File: config.mk
export PLATFORM = sky130hd
export DESIGN_NAME = seg_display_scanner
export DESIGN_NICKNAME = d
export VERILOG_FILES = /design/src/rtl/seg_display_scanner.sv
export SDC_FILE = /design/constraint.sdc
export NUM_CORES = 1
export LEC_CHECK = 0
export ABC_AREA = 1
export CAP_MARGIN = 10
export CORE_ASPECT_RATIO = 1.75
export CORE_UTILIZATION = 35
export CTS_BUF_LIST = sky130_fd_sc_hd__clkbuf_16
export DETAILED_ROUTE_END_ITERATION = 8
export GPL_TIMING_DRIVEN = 0
export HOLD_SLACK_MARGIN = 0.1
export SYNTH_ARGS = -nofsm -noshare
export SYNTH_HDL_FRONTEND = slang
export SYNTH_SLANG_ARGS = --single-unit
File: constraint.sdc
create_clock -name clk -period 3.85 [get_ports clk]
set_input_delay 0.5775 -clock clk [delete_from_list [all_inputs] [get_ports clk]]
set_output_delay 0.5775 -clock clk [all_outputs]
set_load 0.03 [all_outputs]
File: src/rtl/seg_display_scanner.sv
// Multiplexed 4-digit 7-segment scanner with frame-aligned input shadowing,
// per-digit blink cursor and decimal-point control. All outputs registered.
module seg_display_scanner #(
  parameter int SCAN_DIV  = 100000,
  parameter int BLINK_DIV = 50000000
) (
  input  logic        clk,
  input  logic        reset,
  input  logic        enable,
  input  logic [15:0] num,
  input  logic [3:0]  blink_mask,
  input  logic [3:0]  dp_mask,
  output logic [7:0]  seg,
  output logic [3:0]  anode,
  output logic [3:0]  sel,
  output logic        frame_done
);

  localparam int SCAN_W  = (SCAN_DIV  > 1) ? $clog2(SCAN_DIV)  : 1;
  localparam int BLINK_W = (BLINK_DIV > 1) ? $clog2(BLINK_DIV) : 1;
  localparam logic [SCAN_W-1:0]  SCAN_MAX  = SCAN_W'(SCAN_DIV - 1);
  localparam logic [BLINK_W-1:0] BLINK_MAX = BLINK_W'(BLINK_DIV - 1);

  typedef enum logic [1:0] {
    DIG0 = 2'd0,
    DIG1 = 2'd1,
    DIG2 = 2'd2,
    DIG3 = 2'd3
  } digit_e;

  digit_e               idx_q, idx_d;
  logic [SCAN_W-1:0]    scan_cnt_q, scan_cnt_d;
  logic [BLINK_W-1:0]   blink_cnt_q, blink_cnt_d;
  logic                 blink_phase_q, blink_phase_d;
  logic [15:0]          num_sh_q, num_sh_d;
  logic [3:0]           blink_sh_q, blink_sh_d;
  logic [3:0]           dp_sh_q, dp_sh_d;
  logic [7:0]           seg_q, seg_d;
  logic [3:0]           anode_q, anode_d;
  logic [3:0]           sel_q, sel_d;
  logic                 frame_done_q, frame_done_d;

  logic                 scan_wrap;
  logic                 frame_wrap;
  logic                 blink_wrap;
  logic [3:0]           nibble;
  logic [3:0]           onehot;
  logic                 digit_on;

  function automatic logic [6:0] bcd_to_seg(input logic [3:0] d);
    logic [6:0] p;
    p = 7'b1111111;
    unique case (d)
      4'd0: p = 7'b1000000;
      4'd1: p = 7'b1111001;
      4'd2: p = 7'b0100100;
      4'd3: p = 7'b0110000;
      4'd4: p = 7'b0011001;
      4'd5: p = 7'b0010010;
      4'd6: p = 7'b0000010;
      4'd7: p = 7'b1111000;
      4'd8: p = 7'b0000000;
      4'd9: p = 7'b0010000;
      default: p = 7'b1111111;
    endcase
    return p;
  endfunction

  // Scan and blink timebases plus frame-boundary shadow capture
  always_comb begin
    scan_wrap     = (scan_cnt_q == SCAN_MAX);
    scan_cnt_d    = scan_wrap ? '0 : scan_cnt_q + SCAN_W'(1);
    idx_d         = idx_q;
    if (scan_wrap) begin
      unique case (idx_q)
        DIG0: idx_d = DIG1;
        DIG1: idx_d = DIG2;
        DIG2: idx_d = DIG3;
        DIG3: idx_d = DIG0;
        default: idx_d = DIG0;
      endcase
    end
    frame_wrap    = scan_wrap && (idx_q == DIG3);

    blink_wrap    = (blink_cnt_q == BLINK_MAX);
    blink_cnt_d   = blink_wrap ? '0 : blink_cnt_q + BLINK_W'(1);
    blink_phase_d = blink_wrap ? ~blink_phase_q : blink_phase_q;

    num_sh_d      = frame_wrap ? num        : num_sh_q;
    blink_sh_d    = frame_wrap ? blink_mask : blink_sh_q;
    dp_sh_d       = frame_wrap ? dp_mask    : dp_sh_q;
  end

  // Output decode works on the current digit, so outputs trail idx by one cycle
  always_comb begin
    nibble = 4'h0;
    unique case (idx_q)
      DIG0: nibble = num_sh_q[3:0];
      DIG1: nibble = num_sh_q[7:4];
      DIG2: nibble = num_sh_q[11:8];
      DIG3: nibble = num_sh_q[15:12];
      default: nibble = 4'h0;
    endcase
    onehot       = 4'b0001 << idx_q;
    digit_on     = enable && !(|(blink_sh_q & onehot) && !blink_phase_q);

    seg_d        = 8'hFF;
    if (digit_on) begin
      seg_d[6:0] = bcd_to_seg(nibble);
      seg_d[7]   = ~|(dp_sh_q & onehot);
    end
    anode_d      = enable ? ~onehot : 4'b1111;
    sel_d        = onehot;
    frame_done_d = frame_wrap;
  end

  always_ff @(posedge clk or posedge reset) begin
    if (reset) begin
      scan_cnt_q    <= '0;
      idx_q         <= DIG0;
      blink_cnt_q   <= '0;
      blink_phase_q <= 1'b1;
      num_sh_q      <= '0;
      blink_sh_q    <= '0;
      dp_sh_q       <= '0;
      seg_q         <= '1;
      anode_q       <= '1;
      sel_q         <= 4'b0001;
      frame_done_q  <= 1'b0;
    end else begin
      scan_cnt_q    <= scan_cnt_d;
      idx_q         <= idx_d;
      blink_cnt_q   <= blink_cnt_d;
      blink_phase_q <= blink_phase_d;
      num_sh_q      <= num_sh_d;
      blink_sh_q    <= blink_sh_d;
      dp_sh_q       <= dp_sh_d;
      seg_q         <= seg_d;
      anode_q       <= anode_d;
      sel_q         <= sel_d;
      frame_done_q  <= frame_done_d;
    end
  end

  assign seg        = seg_q;
  assign anode      = anode_q;
  assign sel        = sel_q;
  assign frame_done = frame_done_q;

endmodule

# Yosys cells after proc, flatten, opt, wreduce, memory -nomap -nowiden
# Memory sizes are Yosys's and may differ from the RTL's.
# Cells that the tools add are included.
[totals] output_inout_bits=17 latchBits=0 word_cells=39 n_memories=1 input_bits=27 reg_bits=87 mem_bits_rw=0 rom_bits=112
[op_classes] n_reduce_logical=9 mux=6 order_cmp=0 n_addsub=2 mul=0 n_bitwise=4 eq_ne=5 div_mod_pow=0 shift=1
[mem_list] memory="(name not given)" words=16 word_bits=7 rd=1 rd_clocked_by_memory_dff=0 write_ports=0 line="53" text="unique case (d)"
[ops] operator="$add 26x1->26 const B" n=1
[ops] operator="$eq 26x26->1 const B" n=1
[ops] operator="$mux 26" n=1
[ops] operator="$add 17x1->17 const B" n=1
[ops] operator="$eq 17x17->1 const B" n=1
[ops] operator="$mux 17" n=1
[ops] operator="$pmux 4 s4" n=1
[ops] operator="$and 4x4->4" n=2
[ops] operator="$mux 8" n=1
[ops] operator="$pmux 2 s4" n=1
[ops] operator="$reduce_or 4->1" n=2
[ops] operator="$eq 2x2->1 const B" n=2
[ops] operator="$mux 4" n=1
[ops] operator="$not 4->4" n=1
[ops] operator="$shl 1x2->4 const A" n=1
[ops] operator="$logic_and 1x1->1" n=3
[ops] operator="$logic_not 1->1" n=3
[ops] operator="$eq 2x1->1 const B" n=1
[ops] operator="$logic_not 2->1" n=1
[ops] operator="$not 1->1" n=1

# Logic depth before layout (Yosys ltp)
# Gate-level depths: netlist of run 1.
[logic_depth] ltp_word=7 mapped_depth=13 depth_no_buf=12

# Least setup slack after synthesis of run 1
# No wires, ideal clock.
[synth_timing] kind="register -> register" from="reg idx_q[0]" to="reg seg_q[1], in the netlist seg[1]" path_buffers=1 setup_ns=0.060 path_stages_with_launch=11 synth_period_minus_slack_ns=1.957 path_slack_ns=1.893 arrival_ns=1.896 cell_sequence="dfrtp_1 > inv_1 > ha_1 > clkbuf_2 > nand2_1 > nand2_1 > o21bai_1 > inv_1 > ha_1 > or2_2 > nand2_1"
[synth_via] elab_chain_cells=7 elab_cells_between_ends=13 cone_classes="eq/ne (3); shift (1); mux (2); bitwise (1); reduce/logical (5); memory (1)"
[synth_rtl] item="from (decl)" line="31" text="digit_e idx_q, idx_d;"
[synth_rtl] item="from (signal assigned)" line="132" text="idx_q <= idx_d;"
[synth_rtl] item="$shl 1x2->4" line="104" text="onehot = 4'b0001 << idx_q;"
[synth_rtl] item="named net onehot[2]" line="47" text="logic [3:0] onehot;"
[synth_rtl] item="$and 4x4->4" line="105" text="digit_on = enable && !(|(blink_sh_q & onehot) && !blink_phase_q);"
[synth_rtl] item="$reduce_or 4->1" line="105"
[synth_rtl] item="$logic_and 1x1->1" line="105"
[synth_rtl] item="$logic_not 1->1" line="105"
[synth_rtl] item="$logic_and 1x1->1" line="105"
[synth_rtl] item="$mux 8" line="108" text="if (digit_on) begin"
[synth_rtl] item="named net seg_d[1]" line="38" text="logic [7:0] seg_q, seg_d;"
[synth_rtl] item="to (signal assigned)" line="138" text="seg_q <= seg_d;"
[synth_rtl] item="to (decl)" line="38"
# The timed path passes the listed nets, and every way through them passes these cells.
# A chain may end at the register's enable or synchronous reset.

# Worst setup path in the final report of run 1
# Same ends and word-level chain as after synthesis.

==> results of run 1 <==
## synth_stat cells
| library cell | count | area [sq um] |
|---|---|---|
| nand2_1 | 190 | 713 |
| o21bai_1 | 2 | 15.0 |
| nand3_4 | 1 | 17.5 |
| buf_2 | 1 | 5.00 |
| a21oi_1 | 2 | 10.0 |
| nor3_1 | 8 | 40.0 |
| dfstp_2 | 14 | 368 |
| nand3_2 | 1 | 10.0 |
| ha_1 | 10 | 125 |
| nor2_2 | 1 | 6.26 |
| nor2_4 | 3 | 33.8 |
| xor2_1 | 15 | 131 |
| xnor2_1 | 8 | 70.1 |
| o21ai_2 | 1 | 8.76 |
| nor3_4 | 1 | 16.3 |
| nand4_1 | 32 | 200 |
| buf_4 | 2 | 15.0 |
| nand3b_1 | 3 | 22.5 |
| a21oi_2 | 1 | 8.76 |
| nand2_2 | 3 | 18.8 |
| clkbuf_2 | 1 | 5.00 |
| nand3_1 | 29 | 145 |
| dfrtp_1 | 73 | 1830 |
| inv_2 | 6 | 22.5 |
| clkbuf_1 | 4 | 15.0 |
| or2_2 | 3 | 18.8 |
| inv_1 | 54 | 203 |
| o21ai_0 | 5 | 25.0 |
| a22o_1 | 2 | 17.5 |
| nor2_1 | 85 | 319 |
| buf_6 | 3 | 33.8 |
## report_power, final
part	switching [mW]	internal (mW)	leakage, nW
registers	0.000110	0.915	1.01
clock network	0.389	0.644	0.171
logic	0.0256	0.0272	1.31
total	0.415	1.59	2.49
## cells by family after synthesis
family	Yosys count	synth area share, %
simple gates	360	35.0
fa+ha+maj	10	2.80
xor+xnor	23	4.51
buf+inv	71	6.69
flops	87	49.1
compound gates	13	1.90
## sequential cells by signal, summed over array words and instances, names as in the netlist, 4 cells and up
name         count
dp_sh_q          4
blink_cnt_q     26
seg              8
num_sh_q        16
anode            4
sel              4
blink_sh_q       4
scan_cnt_q      17
## metal layers
metal,up-vias,wire (um),global-route usage (%)
li1,1885,-,-
met4,0,403,9.18
met2,75,5730,31.8
met3,25,305,3.32
met1,1729,4060,18.3
met5,-,0,0
## cell type report
cell class | count | area share (%)
Clock buffer | 9 | 4.10
Clock inverter | 7 | 2.28
Inverter | 60 | 4.15
Sequential cell | 87 | 40.0
Buffer | 11 | 1.35
Tap cell | 168 | 3.83
Timing Repair Buffer | 44 | 8.34
Multi-Input combinational cell | 406 | 36.0
## critical path, cell delays in order (launching register included)
cell and delay [ns]:
dfrtp_1 0.38, inv_1 0.10, ha_1 0.24, clkbuf_2 0.21, nand2_1 0.10, nand2_1 0.06, o21bai_1 0.31, inv_1 0.14
ha_1 0.33, or2_2 0.30, nand2_1 0.07
## final timing paths
check | start | end | slack (ns)
worst min register to register | scan_cnt_q[0] | scan_cnt_q[0] | 0.47
max in group asynchronous | reset | seg[6] | 2.67
worst max register to register | idx_q[0] | seg[1] | 1.55
min in group asynchronous | reset | blink_cnt_q[2] | 0.51
worst max-delay path | idx_q[0] | seg[1] | 1.55
worst min-delay path | scan_cnt_q[0] | scan_cnt_q[0] | 0.47
## stage by stage
stage | hold slack, ns | std cells | area, sq um | power (mW) | worst slack [ns]
2_1_floorplan | 0.432 | 564 | 4470 | 0.947 | 1.05
3_3_place_gp | 0.445 | 775 | 5110 | 0.982 | -0.355
3_5_place_dp | 0.460 | 776 | 5140 | 0.987 | 1.54
4_1_cts | 0.470 | 792 | 5490 | 2.03 | 1.53
5_1_grt | 0.488 | 792 | 5490 | 2.07 | 1.37
6_report | 0.470 | 792 | 5490 | 2.00 | 1.55
==> flow_summary_export.csv, run 1 <==
group,metric,value,unit
detailed_routing,wl,10.5,mm
detailed_routing,viasPerCell,4.69,
cts,cts_setup_buffers,0,
die,fp.dieH,151,um
min_path,hold_path.class,"register to register",
worst_setup_path,critical_path_class,"register to register",
die,start_util,35.9,%
synth,yosysWarnings,0,
pwr,power_leakage,2.49,nW
finish,final_cell_mix,"nand2_1 (190), nor2_1 (85), dfrtp_1 (73), inv_1 (53), clkdlybuf4s50_1 (43)",
detailed_routing,drt_iter0_drc,136,
worst_setup_path,crit_path_end_kind,"register",
place,dp_hpwl,8.14,mm
timing,rsz0062_at_grt,"no",
cts,cts_tree,"done",
synth,synth_cell_types,31,
job,drv_cap,0,
min_path,min_path_cells,1,
finish,fillers,1258,
timing,post-route-period-util,59.7,%
pwr,power-per-cell-area,365,nW/um^2
timing,tns,0,ns
timing,skew,0.00941,ns
detailed_routing,antenna_left,0,
die,fp-row-count,54,
die,ios,44,
timing,hold_violations,0,
grt,grt_pass1_wl,17.1,mm
place,numPortBuffers,43,
worst_setup_path,cp_max_fo,8,
synth,ys_seq_area_share,49.1,%
detailed_routing,drc_errors,0,
worst_setup_path,cp.arrival,2.59,ns
finish,final_common_cell,"nand2_1",
finish,multi_input_area,1970,sq um
cts,cts_made_buffers,9,
timing,slew_viol_final,0,
timing,fmax,0.435,GHz
pwr,ir_drop,0.000246,V
die,die_x,87.4,um
cts,cts.hold.buffers_added,0,
finish,drive_above_1_share,9.62,%
timing,tightest_slew,0.491,ns
cts,cts_sinks,87,
timing,period_minus_slack,2.30,ns
finish,fin_nets,656,
timing,relSlewSlack,67.0,%
synth,synth_cells,564,
grt,grt_max_degree,71,
die,core,12400,sq um
synth,avgSynthCellArea,7.92,sq um
cts,root_buffer,"clkbuf_16",
cts,clock_path_buffers,2,
status,outcome,"finished clean",
worst_setup_path,cp.required,4.14,ns
timing,setup_viol,0,
detailed_routing,wl_per_cell,13.2,um
detailed_routing,dr.pass1.iters,4,
place,gp_congestion,0.912,
finish,area_growth,22.9,%
grt,first_global_vias,3653,
finish,finish.utilization,44.1,%
worst_setup_path,start_kind,"register",
cts,htreeDepth,3,
worst_setup_path,r2r.worst_path.cells,10,
cts,insertion_delay,0.35,ns
cts,cts_resized,0,
grt,grt-ovfl-total,0,
synth,synth_seq_cells,87,
detailed_routing,vias,3714,
finish,seq_area,2190,sq um
grt,grtUsageTotal,17.3,%
die,die_area,13200,sq um
synth,netlist_area,4470,sq um
synth,synthesis.nets,601,
cts,clk_pin_slew,0.06,ns
finish,insertedDiodeCount,0,
grt,antenna_found_initial,0,
No activity file was read; power rests on OpenSTA's default activity.
==> inputs of run 2 (changes only) <==
==> constraint.sdc (replaced) <==
create_clock -name clk -period 2 [get_ports clk]
set_input_delay 0.3 -clock clk [delete_from_list [all_inputs] [get_ports clk]]
set_output_delay 0.3 -clock clk [all_outputs]
set_load 0.03 [all_outputs]
==> run 2 against run 1 <==
Critical path depth shrank 1. First-iteration DRC count increased by 17%. Combinational power grew 99%. Worst setup slack worse by 1.5 ns. Global-route usage is 0.071 points higher.
==> flow_summary_export.csv, run 2 (synthesis gave the netlist of run 1 again) <==
group,metric,value,unit
status,outcome,"finished clean",
grt,grt_max_degree,41,
cts,htreeDepth,3,
grt,grt_pass1_wl,17.3,mm
detailed_routing,drc_errors,0,
die,start_util,35.9,%
worst_setup_path,cp.arrival,2.22,ns
cts,cts_tree,"done",
timing,hold_ws,0.254,ns
worst_setup_path,critical_path_class,"register to register",
finish,regMostFlops,"blink_cnt_q",
cts,insertion_delay,0.34,ns
place,numPortBuffers,43,
timing,tightest_slew,0.508,ns
cts,cts_made_buffers,9,
detailed_routing,viasPerCell,4.67,
job,drv_cap,0,
timing,skew,0.00910,ns
finish,area_growth,24.4,%
die,fp.dieH,151,um
die,ios,44,
worst_setup_path,cp.required,2.28,ns
grt,antenna_found_initial,0,
timing,period_minus_slack,1.94,ns
detailed_routing,drt_iter0_drc,159,
pwr,power_leakage,2.49,nW
cts,cts.hold.buffers_added,0,
finish,largest_reg_flops,26,
die,die_x,87.4,um
finish,final_cell_area,5560,sq um
timing,rsz0062_at_grt,"yes",
place,placed_cell_area,5150,sq um
detailed_routing,wl,10.6,mm
finish,final_common_cell,"nand2_1",
worst_setup_path,cp_max_fo,9,
worst_setup_path,crit_path_end_kind,"register",
min_path,hold_path.class,"input pin to async pin",
grt,grt-ovfl-total,0,
timing,fmax,0.517,GHz
cts,root_buffer,"clkbuf_16",
grt,first_global_vias,3671,
worst_setup_path,cp_cell_sequence,"buf_4, ha_4, nand2_1, nand2_1, o21bai_4, inv_1, ha_1, or2_2, nand2_1",
finish,insertedDiodeCount,0,
finish,drive_above_1_share,11.4,%
finish,reg_top3,"blink_cnt_q (26), scan_cnt_q (17), num_sh_q (16)",
finish,final_cell_mix,"nand2_1 (190), nor2_1 (84), dfrtp_1 (71), inv_1 (54), clkdlybuf4s50_1 (43)",
die,die_area,13200,sq um
place,dp_hpwl,8.19,mm
detailed_routing,vias,3719,
timing,post-route-period-util,96.8,%
pwr,power-per-cell-area,625,nW/um^2
timing,slew_viol_final,0,
worst_setup_path,critPathMostFrequentCell,"nand2_1",
timing,finalWorstSetupSlack,0.0649,ns
place,gp_congestion,0.899,
timing,setup_viol,0,
pwr,ir_drop,0.000408,V
detailed_routing,antenna_left,0,
worst_setup_path,start_kind,"register",
cts,clk_pin_slew,0.06,ns
worst_setup_path,critPathSlowestCell,"dfrtp_1",
worst_setup_path,crit_path_max_incr_delay,0.43,ns
cts,clock_path_buffers,2,
cts,cts_sinks,87,
detailed_routing,wl_per_cell,13.3,um
die,fp-row-count,54,
finish,fin_nets,661,
die,core,12400,sq um
grt,grtUsageTotal,17.4,%
timing,hold_violations,0,
detailed_routing,dr.pass1.iters,4,
place,pre_cts_ws,-0.311,ns
timing,relSlewSlack,65.9,%
==> run 2: cell type report <==
cell class | count | area (sq um)
Inverter | 60 | 231
Sequential cell | 87 | 2200
Multi-Input combinational cell | 406 | 2060
Timing Repair Buffer | 49 | 500
Clock buffer | 9 | 225
Buffer | 10 | 71.3
Tap cell | 168 | 210
Fill cell | 1285 | 6880
Timing Repair inverter | 1 | 7.51
Clock inverter | 7 | 57.6
==> run 2: layer usage <==
layer	GRT usage, %	vias up	part of all wire (%)
li1	-	1891	-
met4	6.89	0	2.4
met5	0	-	0
met3	3.71	23	2.6
met1	17.9	1746	39
met2	33.3	59	56
==> run 2: where the power goes <==
group | leakage (nW) | switching, mW | internal (mW)
clock | 0.147 | 0.659 | 0.947
combinational | 1.34 | 0.0499 | 0.0548
sequential | 1.01 | 0.000214 | 1.76
==> run 2: worst paths after layout <==
path | slack (ns) | cells after the start | end | from
hold reg to reg | 0.47 | 2 | blink_phase_q | blink_phase_q
setup / recovery | 0.06 | 9 | seg[1] | idx_q[1]
hold / removal | 0.25 | 2 | blink_cnt_q[4] | reset
min in group clk | 0.47 | 2 | blink_phase_q | blink_phase_q
max in group asynchronous | 0.92 | 4 | seg[1] | reset
setup reg to reg | 0.06 | 9 | seg[1] | idx_q[1]
==> run 2: metrics by stage <==
stage	total power [mW]	instances	setup TNS, ns	utilization, %
3_5_place_dp	1.90	777	-1.04	41.4
3_3_place_gp	1.89	775	-19.19	41.1
4_1_cts	3.52	792	0	44.0
2_1_floorplan	1.82	564	0	-
5_1_grt	3.62	797	-0.0461	44.7
6_report	3.47	797	0	44.7
==> run 2: what timing repair did <==
item | CTS | global route
resized for setup | 9 | 12
pin swaps | 1 | 1
setup buffers | 0 | 4
gates cloned | 0 | 1
setup endpoints to repair | 7 | 16
==> run 2: critical path, delay by kind of cell (launching register included) <==
family | cells | cell delay (ns)
fa+ha+maj | 2 | 0.51
flops | 1 | 0.43
simple gates | 4 | 0.53
buf+inv | 2 | 0.26
compound gates | 1 | 0.14
==> inputs of run 3 (changes only) <==
--- a/config.mk
+++ b/config.mk
@@ -10,6 +10,7 @@
 export CORE_ASPECT_RATIO = 1.75
 export CORE_UTILIZATION = 35
 export CTS_BUF_LIST = sky130_fd_sc_hd__clkbuf_16
+export CTS_CLUSTER_SIZE = 20
 export DETAILED_ROUTE_END_ITERATION = 8
 export GPL_TIMING_DRIVEN = 0
 export HOLD_SLACK_MARGIN = 0.1
==> results of run 3 <==
The final DEF is identical to that of run 2; final timing and power are the same.
